$ cat config.mk
export PLATFORM = sky130hd
export DESIGN_NAME = alu_ctl_md
export DESIGN_NICKNAME = d
export VERILOG_FILES = /design/src/rtl/alu_ctl_md.sv
export SDC_FILE = /design/constraint.sdc
export NUM_CORES = 1
export LEC_CHECK = 0
export BUFFER_PORTS_ARGS = -buffer_cell sky130_fd_sc_hd__buf_4
export CAP_MARGIN = 20
export CORE_MARGIN = 5
export CORE_UTILIZATION = 65
export CTS_CLUSTER_DIAMETER = 100
export CTS_CLUSTER_SIZE = 30
export DETAILED_ROUTE_END_ITERATION = 6
export GPL_TIMING_DRIVEN = 0
export PLACE_DENSITY_LB_ADDON = 0.2
export SLEW_MARGIN = 0
export SYNTH_ARGS = -nofsm -noshare
export SYNTH_HDL_FRONTEND = slang
export SYNTH_SLANG_ARGS = --single-unit
$ cat constraint.sdc
create_clock -name clk -period 9.1 [get_ports clk]
set_input_delay 1.365 -clock clk [delete_from_list [all_inputs] [get_ports clk]]
set_output_delay 1.365 -clock clk [all_outputs]
set_load 0.02 [all_outputs]
$ cat src/rtl/alu_ctl_md.sv
// ALU control with a multi-cycle multiply/divide sequencer for the EX stage.
//
// Decodes the main-decoder class and the R-type function field into a 4-bit ALU
// operation code. A shift-add multiplier and a restoring divider share one set of
// registers, take one step per cycle, and own the HI/LO result registers.
//
// Ports:
//   clk, rst_n       clock (rising edge) and asynchronous active-low reset
//   valid_i          EX instruction valid and not being flushed
//   alu_op_i         main-decoder class (00 add, 01 sub, 10 R-type, 11 or)
//   funct_i          instruction function field
//   a_i, b_i         rs / rt operands
//   alu_operation_o  ALU operation code (combinational)
//   hi_lo_sel_o      EX result comes from hi_lo_out_o (mfhi/mflo)
//   hi_lo_out_o      HI for mfhi, LO for mflo, else 0
//   md_stall_o       hold IF/ID/EX this cycle
//   md_busy_o        sequencer not idle (registered)
module alu_ctl_md #(
  parameter int unsigned WIDTH = 32,
  parameter int unsigned CNT_W = 6
) (
  input  logic             clk,
  input  logic             rst_n,
  input  logic             valid_i,
  input  logic [1:0]       alu_op_i,
  input  logic [5:0]       funct_i,
  input  logic [WIDTH-1:0] a_i,
  input  logic [WIDTH-1:0] b_i,
  output logic [3:0]       alu_operation_o,
  output logic             hi_lo_sel_o,
  output logic [WIDTH-1:0] hi_lo_out_o,
  output logic             md_stall_o,
  output logic             md_busy_o
);

  typedef enum logic [1:0] {StIdle, StIter, StFix} state_e;

  state_e               state_q, state_d;
  logic [CNT_W-1:0]     cnt_q, cnt_d;
  logic                 is_div_q, is_div_d;
  logic                 neg_q, neg_d;          // negate product / quotient in FIX
  logic                 neg_rem_q, neg_rem_d;  // dividend sign, applied to remainder
  logic [WIDTH-1:0]     a_q, a_d;              // multiplicand, or dividend shifting into quotient
  logic [WIDTH-1:0]     b_q, b_d;              // multiplier (shifts right), or divisor
  logic [2*WIDTH-1:0]   acc_q, acc_d;          // product, or remainder in the upper half
  logic [WIDTH-1:0]     hi_q, hi_d;
  logic [WIDTH-1:0]     lo_q, lo_d;

  // ALU operation decode
  always_comb begin
    alu_operation_o = 4'b0000;
    unique case (alu_op_i)
      2'b00: alu_operation_o = 4'b0010;
      2'b01: alu_operation_o = 4'b0110;
      2'b11: alu_operation_o = 4'b0001;
      2'b10: begin
        case (funct_i)
          6'd32, 6'd33: alu_operation_o = 4'b0010;
          6'd34, 6'd35: alu_operation_o = 4'b0110;
          6'd36:        alu_operation_o = 4'b0000;
          6'd37:        alu_operation_o = 4'b0001;
          6'd38:        alu_operation_o = 4'b0011;
          6'd39:        alu_operation_o = 4'b1100;
          6'd42:        alu_operation_o = 4'b0111;
          6'd43:        alu_operation_o = 4'b1111;
          6'd0:         alu_operation_o = 4'b1000;
          6'd2:         alu_operation_o = 4'b1001;
          6'd3:         alu_operation_o = 4'b1010;
          default:      alu_operation_o = 4'b0000;
        endcase
      end
      default: alu_operation_o = 4'b0000;
    endcase
  end

  // Request/read qualification. Funct 24..27 share the upper bits 0110;
  // bit 0 selects unsigned, bit 1 selects divide.
  logic is_rtype, md_req, md_read, idle, accept;
  assign is_rtype = (alu_op_i == 2'b10);
  assign md_req   = valid_i & is_rtype & (funct_i[5:2] == 4'b0110);
  assign md_read  = valid_i & is_rtype & ((funct_i == 6'd16) | (funct_i == 6'd18));
  assign idle     = (state_q == StIdle);
  assign accept   = md_req & idle;

  assign md_stall_o  = (md_req | md_read) & ~idle;
  assign md_busy_o   = ~idle;
  assign hi_lo_sel_o = md_read;
  assign hi_lo_out_o = !md_read ? '0 : (funct_i[1] ? lo_q : hi_q);

  // Operand conditioning at accept
  logic             sgn, sa, sb;
  logic [WIDTH-1:0] mag_a, mag_b;
  assign sgn   = ~funct_i[0];
  assign sa    = sgn & a_i[WIDTH-1];
  assign sb    = sgn & b_i[WIDTH-1];
  assign mag_a = sa ? -a_i : a_i;
  assign mag_b = sb ? -b_i : b_i;

  // One multiply step: add multiplicand into the upper half, shift right
  logic [WIDTH:0] mul_sum;
  assign mul_sum = {1'b0, acc_q[2*WIDTH-1:WIDTH]} + {1'b0, (b_q[0] ? a_q : '0)};

  // One restoring-divide step: shift next dividend bit into the remainder
  logic [WIDTH-1:0] rem;
  logic [WIDTH:0]   trial, diff;
  logic             q_bit;
  logic [WIDTH-1:0] rem_next;
  assign rem      = acc_q[2*WIDTH-1:WIDTH];
  assign trial    = {rem, a_q[WIDTH-1]};
  assign diff     = trial - {1'b0, b_q};
  assign q_bit    = (trial >= {1'b0, b_q});
  assign rem_next = q_bit ? diff[WIDTH-1:0] : trial[WIDTH-1:0];

  // Sign fix-up
  logic [2*WIDTH-1:0] prod_fix;
  logic [WIDTH-1:0]   quo_fix, rem_fix;
  assign prod_fix = neg_q ? -acc_q : acc_q;
  assign quo_fix  = neg_q ? -a_q : a_q;
  assign rem_fix  = neg_rem_q ? -rem : rem;

  always_comb begin
    state_d   = state_q;
    cnt_d     = cnt_q;
    is_div_d  = is_div_q;
    neg_d     = neg_q;
    neg_rem_d = neg_rem_q;
    a_d       = a_q;
    b_d       = b_q;
    acc_d     = acc_q;
    hi_d      = hi_q;
    lo_d      = lo_q;
    unique case (state_q)
      StIdle: begin
        if (accept) begin
          state_d   = StIter;
          a_d       = mag_a;
          b_d       = mag_b;
          is_div_d  = funct_i[1];
          // Divide by zero keeps an all-ones quotient regardless of signs
          neg_d     = (sa ^ sb) & (~funct_i[1] | (b_i != '0));
          neg_rem_d = sa;
          acc_d     = '0;
          cnt_d     = '0;
        end
      end
      StIter: begin
        cnt_d = cnt_q + 1'b1;
        if (is_div_q) begin
          acc_d = {rem_next, acc_q[WIDTH-1:0]};
          a_d   = {a_q[WIDTH-2:0], q_bit};
        end else begin
          acc_d = {mul_sum, acc_q[WIDTH-1:1]};
          b_d   = b_q >> 1;
        end
        if (cnt_q == CNT_W'(WIDTH - 1)) state_d = StFix;
      end
      StFix: begin
        if (is_div_q) begin
          lo_d = quo_fix;
          hi_d = rem_fix;
        end else begin
          {hi_d, lo_d} = prod_fix;
        end
        state_d = StIdle;
      end
      default: state_d = StIdle;
    endcase
  end

  always_ff @(posedge clk or negedge rst_n) begin
    if (!rst_n) begin
      state_q   <= StIdle;
      cnt_q     <= '0;
      is_div_q  <= 1'b0;
      neg_q     <= 1'b0;
      neg_rem_q <= 1'b0;
      a_q       <= '0;
      b_q       <= '0;
      acc_q     <= '0;
      hi_q      <= '0;
      lo_q      <= '0;
    end else begin
      state_q   <= state_d;
      cnt_q     <= cnt_d;
      is_div_q  <= is_div_d;
      neg_q     <= neg_d;
      neg_rem_q <= neg_rem_d;
      a_q       <= a_d;
      b_q       <= b_d;
      acc_q     <= acc_d;
      hi_q      <= hi_d;
      lo_q      <= lo_d;
    end
  end

endmodule
Word level (Yosys, flattened, before mapping)
Memories as Yosys holds them, arrays and structs flattened.
Index checks and enable logic that the tools add are counted.

operators by class
  eq/ne operators = 13
  muxes and demuxes = 26
  reduce and logical (&&, ||, !) cells = 9
  $lt $le $gt $ge = 1
  bitwise logic cells = 15
  add/subtract/negate cells = 8

operators by type and width
  kind                                                             number
  32-bit two-way mux                                               14
  64-bit two-way mux                                               3
  32-bit negator                                                   4
  32-bit one-hot mux with 2 select lines                           2
  64-bit one-hot mux with 2 select lines                           1
  64-bit negator                                                   1
  32-bit by 32-bit adder with 33-bit output                        1
  33-bit by 32-bit greater-or-equal comparator with 1-bit output   1
  32-bit nonzero test                                              1
  32-bit subtractor                                                1
  6-bit by 5-bit == test with 1-bit output, second input constant  3
  4-bit one-hot mux with 4 select lines                            1
  6-bit one-hot mux with 2 select lines                            1
  1-bit AND                                                        8
  6-bit by 1-bit adder with 6-bit output, second input constant    1
  2-bit == test, second input constant                             3
  6-bit two-way mux                                                1
  2-bit inequality test, second input constant                     3
  2-bit AND reduction                                              3
  3-bit AND reduction                                              2
  2-bit by 1-bit == test with 1-bit output, second input constant  2
  4-bit by 3-bit == test with 1-bit output, second input constant  1
  2-bit logical NOT                                                2
  2-bit two-way mux                                                2
  other kinds (6)                                                  10

word-level totals
  memories kept = 1
  register bits = 203
  output and inout port bits = 39
  input port bits = 75
  bits in read-only memories = 256

memories
  memory            depth  width  read ports  clocked after Yosys merged registers in  write ports  RTL line  source
  (name not given)  64     4      1           0                                        0            57        case (funct_i)

Depth between registers and ports, before layout
Gate-level depths: netlist of the first run.

  depth after elaboration = 6
  depth in mapped cells = 14

Worst setup path after synthesis of the first run
OpenSTA, ideal clock, no wires.

  kind = input -> output
  start = input port funct_i[1]
  end = output port hi_lo_out_o[10]
  data required time = 7,735 ps
  setup slack = 5,092 ps
  data arrival time = 2,643 ps
  stages = 8
  cells stage by stage = clkbuf_1 -> inv_1 -> ha_1 -> nor2_1 -> nor2_1 -> nand2_1 -> clkbuf_1 -> nor2_1

between the ends
  cells in the longest elaborated chain, start to end = 4
  elaborated cells between the ends (all ways) = 6

ends and longest elaborated chain
  what                                      RTL line  source
  from (decl)                               26        input logic [5:0] funct_i,
  6-bit by 5-bit == test with 1-bit output  81        assign md_read = valid_i & is_rtype & ((funct_i == 6'd16) | (funct_i == 6'd18));
  1-bit bitwise OR                          81
  1-bit AND                                 81
  32-bit two-way mux (*)                    88        assign hi_lo_out_o = !md_read ? '0 : (funct_i[1] ? lo_q : hi_q);
  to (decl)                                 31        output logic [WIDTH-1:0] hi_lo_out_o,

Mark *: on every way between the ends. The rest lies on a longest branch, timed or not.

Worst setup path in the final report of the first run
  start = input port funct_i[1]
  end = output port hi_lo_out_o[5]

The elaborated chain is that of the path after synthesis.

==> impl_metrics.toml, run 1 <==
[clock_tree]
postCtsSetupRepairBufs = 0
cts_buffers = 11
cts_tree = "built"
cts-root-buf = "clkbuf_16"
clock_latency_ns = 0.50
htree_num_levels = 1
postCtsHoldBufs = 0
clkSlewWorstSetupHoldPaths_ns = 0.11
clock_path_buffers = 3
cts.sinks = 203
postCtsResizedCells = 0

[timing]
fmax_mhz = 193
finalHoldViolCount = 0
timing.setup.tns_ns = 0
skew_ns = 0.0211
tightest_slew_ns = 0.925
final.period_utilization = 0.569
rsz0062_at_grt = "false"
whs_ns = 0.495
maxSlewHeadroom = 0.368
setup_viol = 0
slew_viol_final = 0
finalCriticalPeriod_ns = 5.18

[critical_path]
worstPathRequired_ns = 7.74
arrival_ns = 3.81
start_kind = "primary input"
r2r_setup_slack_ns = 4.64
path_class = "in -> out"
r2r_cells = 13
worst_setup_path_end_kind = "primary output"
path_max_fanout = 10

[place]
gp_congestion = 1.04
dp.cells = 2558
hpwl_mm = 45.5
placed_cell_area_um2 = 17800
portBuffers = 111

[floorplan]
die_h_um = 170
rows = 58
die_w_um = 170
ios = 114
start_util = 0.659
die_area_um2 = 28700
core-area_um2 = 25100

[global_route]
grt_pass1_wl_mm = 90.4
grt_usage = 0.397
overflow = 0
antenna_found_initial = 1
first_global_vias = 16500
grt_max_degree = 114

[detailed_routing]
route.detailed.drc = 16
viasPerCell = 6.67
drt-total-wl_mm = 58.1
drtPass1Iterations = 7
dr_total_vias = 17200
drt_iter0_markers = 2009
routedWlPerCell_um = 22.6
drtAntennaViolNets = 0

[yosys]
yosysSeqAreaShare = 0.307
synth_simple_gate_area_frac = 0.212
yosysWarnings = 0
postSynthCellCount = 2115
avgSynthCellArea_um2 = 7.82
synth_edf_count = 0
synth_top_family_by_area = "compound AO/OA/AOI/OAI gates"
ys_seq_elements = 203
synth-compound-area-share = 0.238
synth_xor_area_frac = 0.101
ys_top_cells_by_area = "dfrtp_1 (31%), o21ai_0 (7.2%), nand2_1 (6.8%)"
synth_async_sr_flop_share = 1.00
synth_area_um2 = 16500
syn_nets = 2267
ys_types = 73
yosysTopAreaCell = "dfrtp_1"
synth_flop_cell = "dfrtp_1"
yosys-mux-area-fraction = 0.0356
yosysTopAreaCellShare = 0.307
synth_adder_area_share = 0.0592

[run_status]
status = "finished, violations left"
violations = "design-rule violations"

[min_path]
min_path_type = "reg -> reg"
holdPathStages = 2

[cells_and_area]
fillers = 2020
nets = 2394
area_growth_pct = 9.85
diodes = 0
drive_gt1_frac = 0.0735
fin_area_um2 = 18200
finalNonFillerCells = 2574

[pwr]
ir_drop_v = 0.000173
p_per_area_nw_per_um2 = 213
p_leak_nw = 8.09

[run]
drv_cap = 0
[cell usage in the layout (no fill, tap or decap), drive strengths merged, types with 32 or more instances in the layout]
master,Yosys,final
a21oi,167,167
and2,41,41
buf,21,135
clkbuf,97,109
dfrtp,203,203
ha,75,75
inv,71,73
mux2i,52,52
nand2,299,299
nand3,53,53
nor2,161,161
nor3,35,35
o21ai,246,246
or3,32,32
xnor2,101,101
xor2,90,90
[path summary, 6_finish.rpt]
check                                start        endpoint
worst max-delay path            funct_i[1]  hi_lo_out_o[5]
worst min-delay path              lo_q[31]        lo_q[31]
worst max register to register      b_q[0]       acc_q[58]
worst min register to register    lo_q[31]        lo_q[31]
max in group asynchronous            rst_n       acc_q[46]
min in group asynchronous            rst_n        cnt_q[3]
[registers in the layout, indices dropped and copies added (netlist names)]
| register | cells |
|---|---|
| state_q | 2 |
| hi_q | 32 |
| b_q | 32 |
| is_div_q | 1 |
| acc_q | 64 |
| neg_q | 1 |
| a_q | 32 |
| neg_rem_q | 1 |
| lo_q | 32 |
| cnt_q | 6 |
[synth_stat cells, types with 6 or more instances]
library cell,instances
nand2b_1,14
clkbuf_1,97
o21a_1,14
and2_1,40
dfrtp_1,203
a22oi_1,12
o22ai_1,11
and3_1,15
o221ai_1,13
a221o_1,6
or4_1,19
a211oi_1,22
mux2i_1,52
or3_1,28
nand3_1,53
nand2_1,299
nand4_1,11
inv_1,71
buf_1,15
nor2_1,161
nor4_1,21
xnor2_1,101
ha_1,75
nor3_1,35
o211ai_1,31
o31ai_1,28
a31oi_1,12
o21ai_1,8
xor2_1,90
a21oi_1,167
a221oi_1,7
a21o_1,31
o41ai_1,15
nor2b_1,14
o21ai_0,238
[power by group]
| part | leakage [nW] | switching (mW) | internal (mW) | total, mW |
|---|---|---|---|---|
| combinational | 5.40 | 1.18 | 0.773 | 1.95 |
| sequential | 2.52 | 0.294 | 1.05 | 1.35 |
| clock | 0.163 | 0.331 | 0.241 | 0.572 |
[per-layer routing]
metal / vias to the layer above / global-route usage / part of all wire
li1: 7811 / - / -
met1: 8057 / 0.519 / 0.39
met4: 2 / 0.200 / 0.060
met2: 1059 / 0.627 / 0.44
met3: 240 / 0.0855 / 0.11
met5: - / 0 / 0.00048
[logic make-up (layout without fill, tap and decap cells)]
| kind of cell | Yosys count | in the layout |
|---|---|---|
| AOI/OAI and AO/OA | 650 | 650 |
| xor gates and xnor gates | 191 | 191 |
| adders and majority gates | 77 | 77 |
| buffers and inverters | 191 | 320 |
| DFF | 203 | 203 |
| muxes | 57 | 57 |
| and+or+nand+nor | 746 | 746 |
[through the flow]
| step | worst slack, ns | power [mW] | utilization |
|---|---|---|---|
| finish | 3.92 | 3.87 | 0.724 |
| floorplan | 5.09 | 2.64 | - |
| detailed placement | 4.03 | 3.22 | 0.710 |
| global placement | 4.07 | 3.18 | 0.708 |
| CTS | 4.02 | 3.78 | 0.723 |
| global route | 3.88 | 4.08 | 0.724 |
[area by class of cell]
class	instances	area, um2	share of cell area
flip-flops and latches	203	5080	0.280
multi-input cells	1721	10700	0.588
clock inverters	3	43.8	0.00241
clock buffers	12	289	0.0159
repair buffers	114	883	0.0486
plain buffers	120	507	0.0279
well taps	330	413	0.0227
inverters	71	267	0.0147
[critical path: stages]
cell      delay (ns)
buf_4           0.10
clkbuf_1        0.57
inv_1           0.35
ha_1            0.27
nor2_1          0.12
nor2_1          0.06
nand2_1         0.27
clkbuf_1        0.42
nor2_1          0.11
buf_4           0.18
No activity file was read; power rests on OpenSTA's default activity.
==> run 2, diff against run 1 <==
--- a/config.mk
+++ b/config.mk
@@ -8,7 +8,7 @@
 export BUFFER_PORTS_ARGS = -buffer_cell sky130_fd_sc_hd__buf_4
 export CAP_MARGIN = 20
 export CORE_MARGIN = 5
-export CORE_UTILIZATION = 65
+export CORE_UTILIZATION = 56
 export CTS_CLUSTER_DIAMETER = 100
 export CTS_CLUSTER_SIZE = 30
 export DETAILED_ROUTE_END_ITERATION = 6
==> constraint.sdc (replaced) <==
create_clock -name clk -period 4.6 [get_ports clk]
set_input_delay 0.69 -clock clk [delete_from_list [all_inputs] [get_ports clk]]
set_output_delay 0.69 -clock clk [all_outputs]
set_load 0.02 [all_outputs]
==> run 2 against run 1 <==
  * The flow now finishes without violations
  * Combinational power increased by 98%
  * Register-to-register slack got worse by 4.4 ns
  * Highest routed layer is now met4
  * Clock skew increased by 0.019 ns
  * Total power increased by 100%
  * Cell count increased by 2.4%
  * Sequential cell count unchanged
==> impl_metrics.toml, run 2 (synthesis results as in run 1) <==
[timing]
rsz0062_at_grt = "false"
maxSlewHeadroom = 0.183
timing.setup.tns_ns = 0
slew_viol_final = 0
finalCriticalPeriod_ns = 4.39
finalHoldViolCount = 0
final.period_utilization = 0.955
fmax_mhz = 228
setup_viol = 0
tightest_slew_ns = 1.22
whs_ns = 0.248
skew_ns = 0.0401

[floorplan]
die_w_um = 182
die_area_um2 = 33100
core-area_um2 = 29400
ios = 114
rows = 63
die_h_um = 182
start_util = 0.563

[critical_path]
start_kind = "register"
worstPathRequired_ns = 4.93
critPathMaxStageDelay_ns = 0.59
cpMostUsedCell = "a211oi_1"
worst_setup_path_end_kind = "register"
timing.critical_path.buf_inv = 2
path_max_fanout = 10
path_class = "reg -> reg"
arrival_ns = 4.73
cp_top_family = "compound AO/OA/AOI/OAI gates"
crit_slowest_cell = "dfrtp_1"
crit_chain = "clkbuf_1 -> nand2_1 -> inv_1 -> ha_1 -> a211oi_1 -> o211ai_1 -> a221o_1 -> a211oi_1 -> o21ai_0 -> a21oi_1 -> mux2i_1 -> a221oi_1 -> o221ai_1"

[cells_and_area]
final_common_cell = "nand2_1"
multi_input_area_um2 = 10700
area_growth_pct = 10.7
largest_reg_flops = 64
seqCellArea_um2 = 5080
drive_gt1_frac = 0.0744
top_register = "acc_q"
nets = 2394
fillers = 2738
most-common-layout-cells = "nand2_1 (299), o21ai_0 (238), dfrtp_1 (203)"

[pwr]
p_leak_nw = 8.11
ir_drop_v = 0.000232
p_per_area_nw_per_um2 = 425

[run_status]
status = "finished, final reports clean"

[clock_tree]
cts-root-buf = "clkbuf_16"
clock_latency_ns = 0.52
clkSlewWorstSetupHoldPaths_ns = 0.09
cts_tree = "built"
cts.sinks = 203
clock_path_buffers = 3
htree_num_levels = 1
postCtsHoldBufs = 0
cts_buffers = 12

[place]
hpwl_mm = 46.7
portBuffers = 111
gp_congestion = 0.991

[run]
drv_cap = 0

[global_route]
grt_max_degree = 108
overflow = 0
antenna_found_initial = 1
first_global_vias = 16400
grt_pass1_wl_mm = 93.0
grt_usage = 0.352

[detailed_routing]
route.detailed.drc = 0
routedWlPerCell_um = 22.5
drtAntennaViolNets = 0
drtPass1Iterations = 6
viasPerCell = 6.37
drt-total-wl_mm = 59.4
drt_iter0_markers = 1868
dr_total_vias = 16800

[min_path]
min_path_type = "in -> async"
-- run 2: per-stage QoR --
step / instances / setup slack [ns] / power [mW] / util / cell area (um2)
after global routing: 2636 / 0.0465 / 8.25 / 0.623 / 18300
after detailed placement: 2618 / 0.216 / 6.42 / 0.609 / 17900
final: 2637 / 0.206 / 7.78 / 0.623 / 18300
after CTS: 2636 / 0.182 / 7.67 / 0.622 / 18300
after floorplan: 2115 / 1.18 / 5.22 / - / 16500
after global placement: 2616 / 0.259 / 6.36 / 0.607 / 17900
-- run 2: worst register-to-register path, stage by stage (launching register included) --
cell	delay [ns]
dfrtp_1	0.59
clkbuf_1	0.36
nand2_1	0.16
inv_1	0.08
ha_1	0.23
a211oi_1	0.34
o211ai_1	0.23
a221o_1	0.46
a211oi_1	0.38
o21ai_0	0.40
a21oi_1	0.30
mux2i_1	0.11
a221oi_1	0.40
o221ai_1	0.20
-- run 2: what timing repair did --
item / in CTS / in global routing
endpoints found under the hold margin: 0 / 0
endpoints found under the setup margin: 0 / 2
gates resized for setup: 0 / 1
setup buffers: 0 / 0
-- run 2: layout make-up --
type / count / share of cell area
Multi-Input combinational cell: 1721 / 0.584
Sequential cell: 203 / 0.277
Timing Repair Buffer: 113 / 0.0480
Buffer: 120 / 0.0277
Tap cell: 390 / 0.0267
Clock buffer: 14 / 0.0180
Inverter: 71 / 0.0146
Clock inverter: 4 / 0.00342
Antenna cell: 1 / 0.000137
-- run 2: report_power, final --
group	switching (mW)	internal (mW)	leakage [nW]
sequential	0.578	2.08	2.52
clock	0.675	0.584	0.187
combinational	2.33	1.53	5.40
-- run 2: worst paths after layout --
path	start	slack, ns	endpoint	cells past startpoint
worst max-delay path	b_q[0]	0.21	acc_q[56]	13
worst min-delay path	rst_n	0.25	cnt_q[3]	1
worst max register to register	b_q[0]	0.21	acc_q[56]	13
worst min register to register	lo_q[11]	0.49	lo_q[11]	2
max in group asynchronous	rst_n	3.43	acc_q[8]	2
min in group clk	lo_q[11]	0.49	lo_q[11]	2
-- run 2: routing by layer --
metal,global-route usage,part of all wire,up-vias
met5,0,0,-
met4,0.152,0.050,0
met3,0.0723,0.089,166
met2,0.554,0.44,831
met1,0.472,0.42,8008
li1,-,-,7799
==> run 3, diff against run 2 <==
--- a/config.mk
+++ b/config.mk
@@ -14,6 +14,8 @@
 export DETAILED_ROUTE_END_ITERATION = 6
 export GPL_TIMING_DRIVEN = 0
 export PLACE_DENSITY_LB_ADDON = 0.2
+export RECOVER_POWER = 50
+export REMOVE_ABC_BUFFERS = 1
 export SLEW_MARGIN = 0
 export SYNTH_ARGS = -nofsm -noshare
 export SYNTH_HDL_FRONTEND = slang
==> run 3 against run 2 <==
  * Global-route usage is 7.2 points lower
  * Cell count is 4.0% lower
  * Sequential share of layout area is 0.48 points higher
  * The run now ends with max-capacitance violations, max-slew violations left
  * Sequential cell count stayed put
==> impl_metrics.toml, run 3 (synthesis results as in run 1) <==
[run_status]
status = "finished, violations left"
violations = "max-capacitance violations, max-slew violations"

[global_route]
grt_max_degree = 109
antenna_found_initial = 0
overflow = 0
first_global_vias = 15100
grt_pass1_wl_mm = 77.6
grt_usage = 0.280

[pwr]
p_leak_nw = 8.03
ir_drop_v = 0.000291
p_per_area_nw_per_um2 = 406

[timing]
rsz0062_at_grt = "false"
finalWorstSetupSlack_ns = 0.373
finalHoldViolCount = 0
fmax_mhz = 237
finalCriticalPeriod_ns = 4.23
maxSlewHeadroom = -0.660
final.period_utilization = 0.919
slew_viol_final = 211
tightest_slew_ns = 2.49
setup_viol = 0
skew_ns = 0.0271

[critical_path]
worst_setup_path_end_kind = "register"
arrival_ns = 4.52
reg2reg_from = "acc_q[11]"
r2r_setup_slack_ns = 0.37
timing.critical_path.buf_inv = 0
critPathMaxStageDelay_ns = 0.78
path_max_fanout = 7
crit_chain = "or4_4 -> or4_4 -> or4_1 -> or4_1 -> nand2_1 -> o21ai_0 -> xnor2_1 -> o21ai_0"
crit_cells = 8
crit_slowest_cell = "or4_1"
path_class = "reg -> reg"
r2r_cells = 8
start_kind = "register"
reg2reg_to = "hi_q[23]"
cp_top_family = "simple AND/OR/NAND/NOR gates"
crit_path_end = "hi_q[23]"
worstPathRequired_ns = 4.89
startpoint = "acc_q[11]"

[floorplan]
die_w_um = 182
die_area_um2 = 33100
start_util = 0.563
ios = 114
rows = 63
core-area_um2 = 29400
die_h_um = 182

[clock_tree]
clkSlewWorstSetupHoldPaths_ns = 0.13
clock_path_buffers = 3
cts.sinks = 203
clock_latency_ns = 0.49
cts_buffers = 11
cts-root-buf = "clkbuf_16"
postCtsSetupRepairBufs = 0
cts_tree = "built"
htree_num_levels = 1

[cells_and_area]
most-common-layout-cells = "nand2_1 (299), o21ai_0 (238), dfrtp_1 (200)"
fillers = 2787
drive_gt1_frac = 0.0850
final_common_cell = "nand2_1"
nets = 2290
post-route-util = 0.613
multi_input_area_um2 = 10700
seqCellArea_um2 = 5090
top_register = "acc_q"
largest_reg_flops = 64
diodes = 0
area_growth_pct = 8.94

[min_path]
min_path_type = "reg -> reg"
holdCritStartpoint = "lo_q[1]"

[detailed_routing]
drt-total-wl_mm = 47.4
viasPerCell = 6.14
drtPass1Iterations = 5
route.detailed.drc = 0
drtAntennaViolNets = 0
routedWlPerCell_um = 18.7
dr_total_vias = 15500
drt_iter0_markers = 1395

[place]
dp_slack_ns = 0.381
hpwl_mm = 35.6
portBuffers = 113
gp_congestion = 0.952

[run]
drv_cap = 4
run 3: cell types whose count changed in the layout (fill, tap and decap cells not counted), sizes merged:
cell | before | now
clkinvlp | 1 | 0
buf | 134 | 124
diode | 1 | 0
clkinv | 1 | 3
inv | 72 | 73
bufinv | 1 | 0
dlygate4sd3 | 1 | 0
dlygate4sd1 | 1 | 0
clkbuf | 111 | 18
run 3: worst min path at each step:
stage,endpoint,slack [ns],depth (start not counted)
final,lo_q[1],0.49,2
after global routing,lo_q[17],0.52,2
after global placement,hi_q[31],0.46,2
after detailed placement,lo_q[1],0.46,2
after CTS,cnt_q[3],0.25,1
after floorplan,a_q[0],0.39,0
run 3: timing repair:
item                       CTS  global route
setup endpoints to repair    0             4
hold buffers                 0             0
resized for setup            0             1
run 3: final cells by class:
cell class / count / share of cell area
sequential: 203 / 0.282
tap: 390 / 0.0271
timing repair buffer: 130 / 0.0634
clock buffer: 12 / 0.0155
clock inverter: 5 / 0.00257
multi-input combinational: 1721 / 0.594
inverter: 71 / 0.0148
run 3: metrics by stage:
step	TNS, ns	power, mW	instance area, um2	instances	hold WS [ns]
final	0	7.31	18000	2532	0.489
after global routing	0	7.86	18000	2532	0.516
after CTS	0	7.28	18100	2531	0.251
after detailed placement	0	6.17	17700	2514	0.463
after global placement	-614.48	6.07	17400	2498	0.461
after floorplan	-136.68	5.16	16000	1995	0.394
run 3: routing by layer:
metal  GRT usage  vias to the layer above  share of wire
met3      0.0361                       74          0.054
met4      0.0733                        0          0.026
met5           0                        -              0
met1       0.391                     7460           0.45
met2       0.462                      406           0.47
li1            -                     7600              -
run 3: report_power, final:
group / total (mW) / switching [mW] / internal [mW] / leakage [nW]
sequential: 2.62 / 0.534 / 2.09 / 2.52
combinational: 3.57 / 2.06 / 1.51 / 5.35
clock: 1.12 / 0.660 / 0.463 / 0.162
total: 7.31 / 3.26 / 4.05 / 8.03
run 3: worst reg2reg max path, delay by kind of cell (launching register included):
family	cells	cell delay, ns
flops	1	0.45
xor+xnor	1	0.38
compound gates	2	0.29
simple gates	5	2.91
